<file path="src/rtl/pc_fetch_ctrl.sv">
// pc_fetch_ctrl: program-counter / fetch sequencer for one program run.
// Drives the branch-target LUT index, takes the absolute target back the
// same cycle, and steps the PC by increment or branch until DONE_PC.
// Out-of-range next addresses park the block in FAULT with the PC held.
// Per-run counters report RUN cycles and retired (advanced) instructions.
module pc_fetch_ctrl #(
    parameter int D          = 12,
    parameter int START_PC   = 0,
    parameter int DONE_PC    = 71,
    parameter int IMEM_DEPTH = 1024,
    parameter int CW         = 16
) (
    input  logic          Clk,
    input  logic          Reset_n,
    input  logic          start,
    input  logic          stall,
    input  logic          branch_en,
    input  logic [4:0]    branch_idx,
    output logic [4:0]    lut_addr,
    input  logic [D-1:0]  lut_target,
    output logic [D-1:0]  prog_counter,
    output logic          running,
    output logic          done,
    output logic          fault,
    output logic [CW-1:0] cycle_count,
    output logic [CW-1:0] retired_count
);

    localparam logic [D-1:0] START_PC_V = D'(START_PC);
    localparam logic [D-1:0] DONE_PC_V  = D'(DONE_PC);
    localparam logic [31:0]  IMEM_LIM   = 32'(IMEM_DEPTH);

    typedef enum logic [1:0] {
        S_IDLE  = 2'd0,
        S_RUN   = 2'd1,
        S_DONE  = 2'd2,
        S_FAULT = 2'd3
    } state_t;

    state_t          r_state;
    state_t          w_state_next;
    logic [D-1:0]    r_pc;
    logic [D-1:0]    w_pc_next;
    logic [CW-1:0]   r_cyc;
    logic [CW-1:0]   w_cyc_next;
    logic [CW-1:0]   r_ret;
    logic [CW-1:0]   w_ret_next;

    logic [D:0]      w_pc_inc;
    logic            w_inc_oob;
    logic            w_tgt_oob;
    logic [CW-1:0]   w_cyc_sat;
    logic [CW-1:0]   w_ret_sat;

    // The LUT index is a straight pass-through of the instruction field.
    assign lut_addr = branch_idx;

    // One extra bit on the increment catches wrap at 2^D as well as depth overrun.
    assign w_pc_inc  = {1'b0, r_pc} + {{D{1'b0}}, 1'b1};
    assign w_inc_oob = w_pc_inc[D] | (32'(w_pc_inc) >= IMEM_LIM);
    assign w_tgt_oob = (32'(lut_target) >= IMEM_LIM);

    // Saturating +1 for both counters; they stick at all-ones.
    assign w_cyc_sat = (&r_cyc) ? r_cyc : r_cyc + {{(CW-1){1'b0}}, 1'b1};
    assign w_ret_sat = (&r_ret) ? r_ret : r_ret + {{(CW-1){1'b0}}, 1'b1};

    // State, PC and counter registers with asynchronous active-low reset.
    always_ff @(posedge Clk or negedge Reset_n) begin
        if (!Reset_n) begin
            r_state <= S_IDLE;
            r_pc    <= START_PC_V;
            r_cyc   <= '0;
            r_ret   <= '0;
        end else begin
            r_state <= w_state_next;
            r_pc    <= w_pc_next;
            r_cyc   <= w_cyc_next;
            r_ret   <= w_ret_next;
        end
    end

    // Next-state and datapath: stall > done-check > branch > increment in RUN.
    always_comb begin
        w_state_next = r_state;
        w_pc_next    = r_pc;
        w_cyc_next   = r_cyc;
        w_ret_next   = r_ret;
        case (r_state)
            S_RUN: begin
                if (stall) begin
                    w_cyc_next = w_cyc_sat;
                end else if (r_pc == DONE_PC_V) begin
                    w_state_next = S_DONE;
                end else if (branch_en) begin
                    if (w_tgt_oob) begin
                        w_state_next = S_FAULT;
                    end else begin
                        w_pc_next  = lut_target;
                        w_cyc_next = w_cyc_sat;
                        w_ret_next = w_ret_sat;
                    end
                end else begin
                    if (w_inc_oob) begin
                        w_state_next = S_FAULT;
                    end else begin
                        w_pc_next  = w_pc_inc[D-1:0];
                        w_cyc_next = w_cyc_sat;
                        w_ret_next = w_ret_sat;
                    end
                end
            end
            default: begin
                // IDLE, DONE and FAULT all hold until a start pulse.
                if (start) begin
                    w_state_next = S_RUN;
                    w_pc_next    = START_PC_V;
                    w_cyc_next   = '0;
                    w_ret_next   = '0;
                end
            end
        endcase
    end

    // Status flags decode straight from the state register.
    assign running       = (r_state == S_RUN);
    assign done          = (r_state == S_DONE);
    assign fault         = (r_state == S_FAULT);
    assign prog_counter  = r_pc;
    assign cycle_count   = r_cyc;
    assign retired_count = r_ret;

endmodule

</file>
<file path="config.mk">
export PLATFORM = sky130hd
export DESIGN_NAME = pc_fetch_ctrl
export DESIGN_NICKNAME = d
export VERILOG_FILES = /design/src/rtl/pc_fetch_ctrl.sv
export SDC_FILE = /design/constraint.sdc
export NUM_CORES = 1
export LEC_CHECK = 0
export CORE_MARGIN = 1
export CORE_UTILIZATION = 25
export DETAILED_ROUTE_END_ITERATION = 8
export PLACE_DENSITY = 0.44
export SLEW_MARGIN = 20
export SYNTH_ARGS = -nofsm -noshare
export SYNTH_HDL_FRONTEND = slang
export SYNTH_SLANG_ARGS = --single-unit
</file>
<file path="constraint.sdc">
create_clock -name Clk -period 3.3 [get_ports Clk]
set_input_delay 0.33 -clock Clk [delete_from_list [all_inputs] [get_ports Clk]]
set_output_delay 0.33 -clock Clk [all_outputs]
set_load 0.1 [all_outputs]
</file>
# After elaboration in Yosys (flattened, before gate mapping)
# Cells that the tools add are included.
op_classes:
  bitwise_logic: 1
  add_sub_neg: 3
  eq_ne: 13
  n_lt_le_gt_ge: 2
  n_reduce_logical: 6
  mux: 29
ops:
  columns: ["operator", "count"]
  rows:
  - ["$mux 16", 15]
  - ["$mux 12", 7]
  - ["$add 16x1->16 const B", 2]
  - ["$reduce_and 16->1", 2]
  - ["$mux 2", 7]
  - ["$add 12x1->13 const B", 1]
  - ["$ge 13x11->1 const B", 1]
  - ["$eq 12x7->1 const B", 1]
  - ["$ge 12x11->1 const B", 1]
  - ["$ne 3x3->1 const B", 3]
  - ["$ne 4x2->1 const B", 2]
  - ["$ne 4x4->1 const B", 2]
  - ["$reduce_and 4->1", 2]
  - ["$reduce_and 5->1", 1]
  - ["$eq 2x2->1 const B", 2]
  - ["$ne 2x2->1 const B", 2]
  - ["$eq 2x1->1 const B", 1]
  - ["$reduce_bool 2->1", 1]
  - ["$or 1x1->1", 1]
word_totals:
  out_inout_bits: 52
  elab_cells: 58
  reg_bits: 46

# Longest topological paths before layout
logic_depth:
  word_depth: 8
  mapped_depth: 10
  mapped_depth_nobuf: 7

# Least setup slack after synthesis
# Ideal clock, no wire load.
synth_timing:
  kind: "reg2reg"
  start: "register r_pc[0] (netlist: prog_counter[0])"
  end: "register r_ret[7] (netlist: retired_count[7])"
  n_path_buf: 1
  path_stages_with_launch: 9
  setup_slack_ps: 360
  arrival_time_ps: 2862
  t_required_ps: 3222
  synth_period_minus_slack_ps: 2940
  cell_sequence: "dfrtp_1 -> ha_1 -> nand4_1 -> or2_4 -> o311ai_4 -> nand3b_4 -> buf_6 -> or3_1 -> a21oi_1"
synth_between:
  elab_chain_cells: 5
  elab_cells_between_ends: 7
  cone_classes: "add/sub (1); order compare (1); eq/ne (3); bitwise (1); reduce/logical (1)"
synth_rtl:
  columns: ["element", "line", "source"]
  rows:
  - ["start: declaration", "42", "logic [D-1:0] r_pc;"]
  - ["start signal: assignment", "76", "r_pc <= w_pc_next;"]
  - ["$add 12x1->13", "59", "assign w_pc_inc = {1'b0, r_pc} + {{D{1'b0}}, 1'b1};"]
  - ["$ge 13x11->1", "60", "assign w_inc_oob = w_pc_inc[D] | (32'(w_pc_inc) >= IMEM_LIM);"]
  - ["$or 1x1->1", "60", null]
  - ["$ne 3x3->1 (no line)", null, null]
  - ["$reduce_and 5->1 (no line) (*)", null, null]
  - ["end signal: assignment", "78", "r_ret <= w_ret_next;"]
  - ["end: declaration", "46", "logic [CW-1:0] r_ret;"]
# Every way passes the cells marked *; elsewhere a longest branch is shown, timed or not.
# A chain may end at the register's enable or synchronous reset.

# Final worst setup path
layout_timing:
  start: "register r_pc[0] (netlist: prog_counter[0])"
  end: "register r_ret[15] (netlist: retired_count[15])"
# Same word-level chain as after synthesis.

==> out/metrics.csv <==
stage,metric,value,unit
run_status,result of the run,finished clean,
timing,Hold Worst Slack,64.7,ps
place,worst setup slack before clock tree synthesis,639,ps
synth,post-synth cell types,48,
timing,final hold violation count,0,
setup_path,required time of the critical path,3530,ps
clocking,root cell of the clock tree,clkbuf_8,
flow_run,max-cap viol count,0,
detailed_routing,Residual DRC,0,
detailed_routing,wire length per cell,15.7,um
timing,period utilisation layout,80.4,%
synth,top post-synthesis cells by area,"dfrtp_1, nand2_1, o21ai_0",
global_routing,Congestion Overflow GR,0,
detailed_routing,post-detailed-route count of antenna-violating nets,0,
synth,number of synthesized register bits,46,
timing,Post-Route Setup TNS,0,ps
place,DPL Wire Length,5760,um
floorplanning,Die ar.,11300,sq um
clocking,number of H-tree levels,2,
synth,gate count of the mapped netlist,309,
setup_path,crit path cell chain,ha_1 > nand4_1 > or2_4 > o311ai_4 > nand3b_4 > or4_1 > a21oi_1,
clocking,number of buffers inserted by hold repair at cts,0,
layout,"leading cell type in the layout, fill and taps excluded",clkdlybuf4s50_1,
clocking,clock sink count,46,
floorplanning,width of the chip,107,um
setup_path,CP Launch Type,flop,
setup_path,standard cell with the maximum stage delay on the critical path,or4_1,
layout,layout-stage area growth over the synthesis result,30.3,%
detailed_routing,number of vias after detailed routing,2586,
clocking,clock transition time at the flip-flop clock pins of the worst setup and hold paths,100,ps
timing,final worst clock skew,10.2,ps
synth,Synth Net Count,334,
layout,count of fill cells added during filler insertion,1111,
timing,number of pins with negative max-slew slack in the final report,0,
synth,biggest area consumer among synthesized cells,dfrtp_1,
timing,Slew @ Worst Pin,979,ps
floorplanning,standard-cell rows,37,
clocking,CTS tree,done,
power_and_ir_drop,Worst VDD drop,0.000367,V
clocking,Resized Gates After CTS,0,
floorplanning,initial core utilization,26.1,%
global_routing,antenna violations before repair,0,
timing,Achievable Freq,377,MHz
synth,top-area cell type share of the netlist area,42.2,%
layout,final antenna diode count,0,
detailed_routing,average via count per standard cell,5.11,
floorplanning,Floorplan Core Area,10500,sq um
place,port buffer count,63,
synth,primary flip-flop cell chosen by synthesis mapping,dfrtp_1,
clocking,deepest clock path buffer count,2,
floorplanning,Ports,74,
setup_path,cell family with the largest share of critical-path delay,simple AND/OR/NAND/NOR gates,
synth,number of enable flip-flop cells after synthesis,0,
setup_path,category of the critical setup timing path,flop to flop,
clocking,source-to-sink clock delay at the later pin of the worst-skew pair,310,ps
clocking,number of post-CTS setup repair buffers,0,
global_routing,maximum number of pins on one net before global-route repair,31,
global_routing,vias in the first global route,2507,
detailed_routing,Routed WL,7950,um
place,final weighted congestion of routability-driven global placement,0.815,
timing,setup repair after global routing missed its margin,no,
power_and_ir_drop,reported leakage power,1.41,nW
synth,mean area per synthesized cell,8.84,sq um
timing,fin worst setup slack,645,ps
layout,Post-layout nets,394,
layout,layout cells sized above 1,6.22,%
synth,portion of the post-synthesis area used by sequential elements,42.2,%
timing,final worst path period need,2650,ps
setup_path,highest net fanout along the worst path,27,
setup_path,number of buffer and inverter stages on the critical path,0,
clocking,Num CTS Buffers,5,
detailed_routing,number of DRC markers in iteration 0,97,
global_routing,global-route wire length before repair,13300,um
min_path,Worst Hold Class,input port to async pin,
setup_path,Arrival @ worst endpoint,2890,ps
setup_path,crit path capture type,flop,
layout,"leading cell types in the layout, fill and taps excluded","clkdlybuf4s50_1, dfrtp_1, nand2_1",
setup_path,delay of the slowest cell on the worst path,540,ps
floorplanning,Vert. Die Dim,107,um
power_and_ir_drop,power density over cell area,652,nW/um^2
detailed_routing,Pre-antenna DRT Iters,4,
global_routing,combined global-route utilization of all metal layers,15.0,%
timing,relative max-transition margin,34.5,%
synth,fraction of registers with async set or reset after synthesis,100,%
timing,final setup violating endpoints,0,
synth,summed instance area of the synthesized netlist,2730,sq um
synth,YS warnings,0,
-- cell type report --
class | instances | area (sq um) | area share (%)
clock buffer | 7 | 86.3 | 2.43
clock inverter | 1 | 5.00 | 0.141
inverter | 7 | 26.3 | 0.738
multi-input combinational | 240 | 1450 | 40.8
sequential | 46 | 1150 | 32.3
tap | 136 | 170 | 4.78
timing repair buffer | 69 | 668 | 18.8
-- cells by family (layout without fill, tap and decap cells) --
family                   after synthesis  in the layout  share of synthesized area [%]
flip-flops                            46             46                           42.2
buffers and inverters                 23             84                           4.67
multiplexers                           6              6                           2.20
adder cells (fa/ha/maj)                3              3                           1.38
AO/OA/AOI/OAI                         92             92                           22.2
AND/OR/NAND/NOR                      139            139                           27.4
-- power breakdown --
part / switching, mW / internal [mW] / total, mW
sequential: 0.133 / 0.652 / 0.785
clock: 0.205 / 0.170 / 0.375
combinational: 0.881 / 0.280 / 1.16
total: 1.22 / 1.10 / 2.32
-- worst paths after layout --
check | startpoint | to | slack (ps) | cells after the start
hold reg to reg | cycle_count[14]$_DFFE_PN0P_ | cycle_count[14]$_DFFE_PN0P_ | 500 | 1
hold / removal | Reset_n | retired_count[12]$_DFFE_PN0P_ | 60 | 1
setup / recovery | prog_counter[0]$_DFFE_PN0P_ | retired_count[15]$_DFFE_PN0P_ | 650 | 7
min in group Clk | cycle_count[14]$_DFFE_PN0P_ | cycle_count[14]$_DFFE_PN0P_ | 500 | 1
max in group asynchronous | Reset_n | cycle_count[6]$_DFFE_PN0P_ | 2510 | 2
setup reg to reg | prog_counter[0]$_DFFE_PN0P_ | retired_count[15]$_DFFE_PN0P_ | 650 | 7
-- cells in the mapped netlist, types with 3 or more instances --
cell type	count
dfrtp_1	46
nand2_1	39
o21ai_0	23
a21oi_1	21
nand3_1	18
nor2_1	17
o31ai_1	12
and3_1	9
nor3_1	9
or4_1	9
and2_1	6
buf_4	6
inv_1	6
mux2i_1	6
o21ai_1	6
or3_1	6
clkbuf_1	5
o2bb2ai_1	5
nand2b_1	4
nand4_1	4
nor3b_1	4
o22a_1	4
a22oi_1	3
a31oi_1	3
and4_1	3
buf_2	3
ha_1	3
nor4_1	3
-- layer usage --
metal  vias up  global-route usage [%]  wire length [um]
met2        60                    23.2              3700
met4         0                    3.91                79
met3         6                    2.94               327
met5         -                       0                 0
li1       1275                       -                 -
met1      1245                    21.2              3840
-- registers in the layout (all words and copies together) (netlist names) --
name and cells:
retired_count 16, cycle_count 16, r_state 2, prog_counter 12
-- metrics by stage --
step | util, % | instances | cell area, sq um | total power, mW
after global placement | 33.1 | 498 | 3470 | 1.97
after global routing | 34.0 | 506 | 3560 | 2.44
after CTS | 34.0 | 506 | 3560 | 2.35
final | 34.0 | 506 | 3560 | 2.32
after floorplan | - | 309 | 2730 | 1.68
after detailed placement | 33.1 | 498 | 3470 | 1.96
Note: power is estimated with default switching activity, not from simulation.
